$ cat config.mk
export PLATFORM = sky130hd
export DESIGN_NAME = ring_decoder
export DESIGN_NICKNAME = d
export VERILOG_FILES = /design/src/rtl/ring_pkg.sv /design/src/rtl/onehot_to_bin.sv /design/src/rtl/ring_decoder.sv
export SDC_FILE = /design/constraint.sdc
export NUM_CORES = 1
export LEC_CHECK = 0
export ABC_AREA = 1
export BUFFER_PORTS_ARGS = -buffer_cell sky130_fd_sc_hd__buf_2
export CAP_MARGIN = 20
export CORE_MARGIN = 5
export CORE_UTILIZATION = 30
export CTS_CLUSTER_DIAMETER = 60
export CTS_CLUSTER_SIZE = 14
export DETAILED_ROUTE_END_ITERATION = 8
export PLACE_DENSITY = 0.47
export SLEW_MARGIN = 20
export SYNTH_ARGS = -nofsm -noshare
export SYNTH_HDL_FRONTEND = slang
export SYNTH_SLANG_ARGS = --single-unit
$ cat constraint.sdc
create_clock -name clk -period 1.16 [get_ports clk]
set_input_delay 0.058 -clock clk [delete_from_list [all_inputs] [get_ports clk]]
set_output_delay 0.058 -clock clk [all_outputs]
set_load 0.05 [all_outputs]
$ cat src/rtl/ring_pkg.sv
// Shared ring-counter definitions: FSM state encoding and one-hot helpers.
// Functions work on a MAX_W-wide container; callers zero-extend and pass their ring width.
package ring_pkg;

    localparam int unsigned MAX_W = 64;

    localparam logic [1:0] ST_SEARCH = 2'd0;
    localparam logic [1:0] ST_LOCKED = 2'd1;
    localparam logic [1:0] ST_ERROR  = 2'd2;

    typedef enum logic [1:0] {
        SEARCH = ST_SEARCH,
        LOCKED = ST_LOCKED,
        ERROR  = ST_ERROR
    } state_t;

    // Single-position left rotate within the low w bits; the one step direction for the ring.
    function automatic logic [MAX_W-1:0] rotl(input logic [MAX_W-1:0] vec, input int unsigned w);
        logic [MAX_W-1:0] r;
        r = '0;
        for (int unsigned i = 1; i < MAX_W; i++) begin
            if (i < w) r[i] = vec[i-1];
        end
        for (int unsigned i = 0; i < MAX_W; i++) begin
            if (i + 1 == w) r[0] = vec[i];
        end
        return r;
    endfunction

    function automatic logic is_onehot(input logic [MAX_W-1:0] vec);
        return (vec != '0) && ((vec & (vec - MAX_W'(1))) == '0);
    endfunction

    function automatic int unsigned onehot2bin(input logic [MAX_W-1:0] vec);
        int unsigned b;
        b = 0;
        for (int unsigned i = 0; i < MAX_W; i++) begin
            if (vec[i]) b = b | i;
        end
        return b;
    endfunction

endpackage

$ cat src/rtl/onehot_to_bin.sv
// Combinational one-hot decoder: binary index of the set bit plus a one-hot valid flag.
module onehot_to_bin
    import ring_pkg::*;
#(
    parameter int unsigned WIDTH = 4
) (
    input  logic [WIDTH-1:0]         vec,
    output logic [$clog2(WIDTH)-1:0] index,
    output logic                     valid
);

    assign valid = is_onehot(MAX_W'(vec));
    assign index = $clog2(WIDTH)'(onehot2bin(MAX_W'(vec)));

endmodule

$ cat src/rtl/ring_decoder.sv
// Ring-counter monitor: decodes the one-hot position, tracks lock on legal left
// rotations, flags sequence errors and counts completed laps while locked.
module ring_decoder
    import ring_pkg::*;
#(
    parameter int unsigned WIDTH  = 4,
    parameter int unsigned LOCK_N = 2,
    parameter int unsigned LAP_W  = 8
) (
    input  logic                     clk,
    input  logic                     reset,
    input  logic                     en,
    input  logic [WIDTH-1:0]         q_in,
    input  logic                     err_clr,
    output logic [$clog2(WIDTH)-1:0] idx,
    output logic                     onehot_ok,
    output logic                     locked,
    output logic                     err_pulse,
    output logic                     err_sticky,
    output logic [LAP_W-1:0]         lap_cnt,
    output logic                     lap_pulse
);

    localparam int unsigned IW = $clog2(WIDTH);
    localparam int unsigned SW = $clog2(LOCK_N + 1);

    state_t           state;
    logic [WIDTH-1:0] expected;
    logic [SW-1:0]    step_cnt;
    logic [IW-1:0]    dec_idx;
    logic             dec_valid;
    logic [WIDTH-1:0] next_exp;
    logic             match;

    onehot_to_bin #(.WIDTH(WIDTH)) u_dec (
        .vec   (q_in),
        .index (dec_idx),
        .valid (dec_valid)
    );

    assign next_exp = WIDTH'(rotl(MAX_W'(q_in), WIDTH));
    assign match    = (q_in == expected);
    assign locked   = (state == LOCKED);

    always_ff @(posedge clk) begin
        if (reset) begin
            state      <= SEARCH;
            expected   <= '0;
            step_cnt   <= '0;
            idx        <= '0;
            onehot_ok  <= 1'b0;
            err_pulse  <= 1'b0;
            err_sticky <= 1'b0;
            lap_cnt    <= '0;
            lap_pulse  <= 1'b0;
        end else begin
            err_pulse <= 1'b0;
            lap_pulse <= 1'b0;
            if (err_clr) err_sticky <= 1'b0;
            if (en) begin
                onehot_ok <= dec_valid;
                if (dec_valid) idx <= dec_idx;
                case (state)
                    SEARCH: begin
                        if (!dec_valid) begin
                            step_cnt <= '0;
                        end else begin
                            expected <= next_exp;
                            if (!match) begin
                                step_cnt <= '0;
                            end else if (step_cnt == SW'(LOCK_N - 1)) begin
                                state    <= LOCKED;
                                step_cnt <= '0;
                            end else begin
                                step_cnt <= step_cnt + SW'(1);
                            end
                        end
                    end
                    LOCKED: begin
                        // expected is always one-hot here, so a match implies a valid sample
                        if (match) begin
                            expected <= next_exp;
                            if (q_in[0]) begin
                                lap_cnt   <= lap_cnt + LAP_W'(1);
                                lap_pulse <= 1'b1;
                            end
                        end else begin
                            state      <= ERROR;
                            err_pulse  <= 1'b1;
                            err_sticky <= 1'b1;
                        end
                    end
                    default: begin
                        if (dec_valid) begin
                            state    <= SEARCH;
                            expected <= next_exp;
                            step_cnt <= '0;
                        end
                    end
                endcase
            end
        end
    end

endmodule

; Word-level counts from Yosys, hierarchy flattened
; Index checks and enable logic that the tools add are counted.
[totals]
register_bits = 22
out_inout_bits = 15
elab_cells = 59
[classes]
eq_ne = 8
addsub = 3
reduce_logical = 13
mux = 22
bitwise = 4
[ops]
columns = cell, count
row1 = $and 4x64->64, 1
row2 = $logic_not 64->1, 1
row3 = $mux 2, 10
row4 = $mux 4, 3
row5 = $add 8x1->8 const B, 1
row6 = $ne 2x2->1 const B, 4
row7 = $pmux 2 s2, 2
row8 = $mux 1, 7
row9 = $reduce_and 3->1, 2
row10 = $reduce_and 6->1, 1
row11 = $sub 4x1->5 const B, 1
row12 = $eq 2x1->1 const B, 2
row13 = $eq 4x4->1, 1
row14 = $reduce_and 4->1, 1
row15 = $reduce_bool 2->1, 2
row16 = $reduce_bool 4->1, 1
row17 = $reduce_or 4->1, 1
row18 = $not 1->1, 3
row19 = $reduce_or 3->1, 1
row20 = $add 2x1->2 const B, 1
row21 = $logic_not 2->1, 1
row22 = $ne 2x1->1 const B, 1
row23 = $reduce_and 2->1, 1
row24 = $logic_and 1x1->1, 1

; Depth between registers and ports, before layout
[depth]
ltp_word = 6
ltp_mapped = 10
depth_no_buf = 10

; Cells and area by module
; A second synthesis with hierarchy kept.
[hier_totals]
cells_unflattened = 178
hier_area_um2 = 1203.7
[modules_own_cells]
columns = module, cells_each, area_each_um2, n_inst, seq_area_each_um2
row1 = ring_decoder, 164, 1146.1, 1, 440.4
row2 = onehot_to_bin, 14, 57.6, 1, 0.0

; Least setup slack after synthesis
; Ideal clock, no wire load.
[synth_path]
path_kind = flip-flop to flip-flop
startpoint = reg lap_cnt[0]
endpoint = reg lap_cnt[4]
arrival_ps = 1441
path_stages_with_launch = 7
setup_slack_ps = -351
period_less_slack_ps = 1511
path_buffers = 0
path_cell_list = dfxtp_1 -> ha_1 -> inv_1 -> nor2_1 -> xor2_1 -> nand3_1 -> a21oi_1
[synth_via]
elab_chain_cells = 1
[synth_rtl]
columns = item, line_no
row1 = from (decl), ring_decoder.sv:20  ; output logic [LAP_W-1:0] lap_cnt,
row2 = from (signal assigned), ring_decoder.sv:84  ; lap_cnt <= lap_cnt + LAP_W'(1);
row3 = $add 8x1->8, ring_decoder.sv:84
; Every way passes these cells.
; A chain may end at the register's enable or synchronous reset.

; Worst setup path after layout
[layout_path]
startpoint = reg expected[0]
endpoint = reg lap_cnt[0]
[layout_via]
elab_chain_cells = 2
[layout_rtl]
columns = item, line_no
row1 = from (decl), ring_decoder.sv:28  ; logic [WIDTH-1:0] expected;
row2 = from (signal assigned), ring_decoder.sv:68  ; expected <= next_exp;
row3 = from (signal assigned), ring_decoder.sv:82  ; expected <= next_exp;
row4 = from (signal assigned), ring_decoder.sv:96  ; expected <= next_exp;
row5 = $eq 4x4->1, ring_decoder.sv:42  ; assign match = (q_in == expected);
row6 = $reduce_and 4->1 (no source line), n/a
; Every way passes these cells.

==> impl_metrics.tcl <==
set metrics [dict create \
    clkSinkCount 22 \
    die_h_um 74.13 \
    rr_startpoint "expected[0]$_SDFFE_PP0P_" \
    antenna_left 0 \
    grt_setup_unrepaired "true" \
    portBuffers 22 \
    final_common_cell "nand2_1" \
    wl_per_cell_um 11.19 \
    diodes 0 \
    fin_crit_sh_pct 109.4 \
    crit_chain "inv_2 > nand2_4 > nand2_4 > nor2_8 > nand3_4 > buf_12 > o21ai_1 > a21oi_1" \
    layout.nets 231 \
    cts_root_buf "clkbuf_8" \
    cts_tree "yes" \
    slew_headroom_pct 83.23 \
    place.gp.congestion 0.7682 \
    via_per_inst 4.601 \
    cp.arrival_ns 1.43 \
    clock_latency_ns 0.26 \
    hold_depth 2 \
    critical-path-max-stage-delay_ns 0.36 \
    crit_buf_inv 2 \
    drive_gt1_share_pct 43.89 \
    syn_nets 191 \
    leakagePower_nw 0.7567 \
    fmax_mhz 787.9 \
    cp_num_cells 8 \
    crit_family "simple AND/OR/NAND/NOR gates" \
    globalRoute.totalOverflow 0 \
    synth-seq-area-share_pct 35.70 \
    core_area_sq_um 4000 \
    outcome "finished with violations" \
    final.min_clock_period_ns 1.269 \
    cts_buffer_depth 2 \
    grt.busiest_layer "met2" \
    cts_buffers 3 \
    initial_utilization_pct 30.84 \
    dp_hpwl_mm 2.347 \
    path_max_fanout 5 \
    vias 1247 \
    netlist_instances 182 \
    grt_pass1_vias 1148 \
    p_per_area_nw_per_um2 880.0 \
    layout_setup_ws_ns -0.1092 \
    path_common_cell "nand2_4" \
    critPathLaunch "expected[0]$_SDFFE_PP0P_" \
    final_cell_mix "nand2_1, buf_2, nor2_1, inv_1, a21oi_1" \
    dieArea_sq_um 5495 \
    fp.dieW_um 74.13 \
    drtIter0Drc 44 \
    cp.required_ns 1.32 \
    yosysWarningCount 0 \
    netlist_area_sq_um 1234 \
    hold_viol_final 0 \
    finalSetupViolCount 16 \
    criticalPathCategory "flip-flop to flip-flop" \
    place_ws_ns -0.1342 \
    drv_slew 0 \
    gr-usage-met3_pct 2.432 \
    grt_use_met1_pct 14.90 \
    cts_htree_levels 1 \
    num_io_pins 23 \
    critical_path.endpoint_type "flip-flop" \
    grt_max_degree 13 \
    ff2ff_path_depth 8 \
    min_path_type "input pin to flip-flop" \
    area_delta_synth_final_pct 40.47 \
    wl_mm 3.032 \
    syn_area_per_cell_sq_um 6.778 \
    violations "setup timing" \
    slowest_stage "dfxtp_2" \
    rows 23 \
    grt_pass1_wl_mm 5.071 \
    grt_use_met2_pct 19.39 \
    ys_types 24 \
    post-route-util_pct 43.32 \
    antenna_found_initial 0 \
    cts.reportedPaths.clkPinSlew_ns 0.08 \
    start_kind "flip-flop" \
    irDropWorstVdd_v 0.0003669 \
    dr.pass1.iters 4 \
    setup_tns_ns -0.6861 \
    drc_errors 0 \
    min-delay-start "reset" \
    synth-seq-cells 22 \
    grt_usage_pct 11.59 \
    worst_slew_pin_slew_ns 0.2534 \
    max-cap-violations 0 \
    fin_skew_ns 0.004044 \
]
cell type report:
type / instances / area (sq um)
multi-input cells: 135 / 815.8
inverters: 24 / 93.84
clock buffers: 3 / 41.29
clock inverters: 1 / 3.754
well taps: 50 / 62.56
fillers: 413 / 2267
repair buffers: 36 / 251.5
flip-flops and latches: 22 / 464.2
final timing paths:
| path | end | slack, ns |
|---|---|---|
| worst max-delay path | lap_cnt[0]$_SDFFE_PP0P_ | -0.11 |
| worst min-delay path | lap_pulse$_SDFF_PP0_ | 0.04 |
| worst max register to register | lap_cnt[0]$_SDFFE_PP0P_ | -0.11 |
| worst min register to register | step_cnt[1]$_SDFFE_PP0P_ | 0.44 |
cell families (layout without fill, tap and decap cells):
logic type               Yosys count  in the layout  synth area share, %
AND/OR/NAND/NOR                  113            113                46.55
adder cells (fa/ha/maj)            1              1                1.014
AO/OA/AOI/OAI                     20             20                8.419
buffers and inverters             25             64                7.606
XOR/XNOR                           1              1               0.7101
flip-flops                        22             22                35.70
registers in the layout, summed over array words and instances (netlist names):
register,flops
lap_cnt,8
expected,4
idx,2
state,2
step_cnt,2
err_pulse,1
err_sticky,1
lap_pulse,1
onehot_ok,1
what timing repair did:
item	4_1_cts	5_1_grt
setup buffers	0	8
hold buffers	1	0
endpoints found under the hold margin	1	0
pin swaps	10	15
endpoints found under the setup margin	17	19
resized for setup	17	23
power by group:
| part | switching (mW) | internal [mW] | total (mW) |
|---|---|---|---|
| Combinational | 0.175 | 0.0899 | 0.264 |
| Sequential | 0.0113 | 0.764 | 0.775 |
| Clock | 0.249 | 0.236 | 0.485 |
| Total | 0.435 | 1.09 | 1.52 |
synthesized netlist by cell type, drive strengths merged:
master / instances / area share (%)
xor2: 1 / 0.71
nor2: 24 / 11
nand3b: 2 / 1.2
dfxtp: 22 / 36
o22ai: 1 / 0.51
clkbuf: 1 / 0.30
o21ai: 2 / 0.81
or2: 1 / 0.51
nand3: 14 / 7.7
ha: 1 / 1.0
nand2: 68 / 23
a21oi: 16 / 6.5
o211ai: 1 / 0.61
inv: 24 / 7.3
nor3: 1 / 0.81
nand4: 3 / 2.0
routing by layer:
layer  wire, um  vias up  part of all wire (%)
li1           -      652                     -
met4         46        0                   1.5
met3        120        5                   4.0
met2       1433       17                    47
met1       1432      573                    47
met5          0        -                     0
through the flow:
step	hold slack (ns)	instance area, sq um	power (mW)	std cells
finish	0.03578	1733	1.525	271
global route	0.04220	1733	1.614	271
CTS	0.04153	1589	1.528	264
detailed placement	0.2680	1490	1.022	259
global placement	0.2676	1490	1.020	259
floorplan	0.1197	1276	0.9551	182
Power figures use the tool's default switching activity.
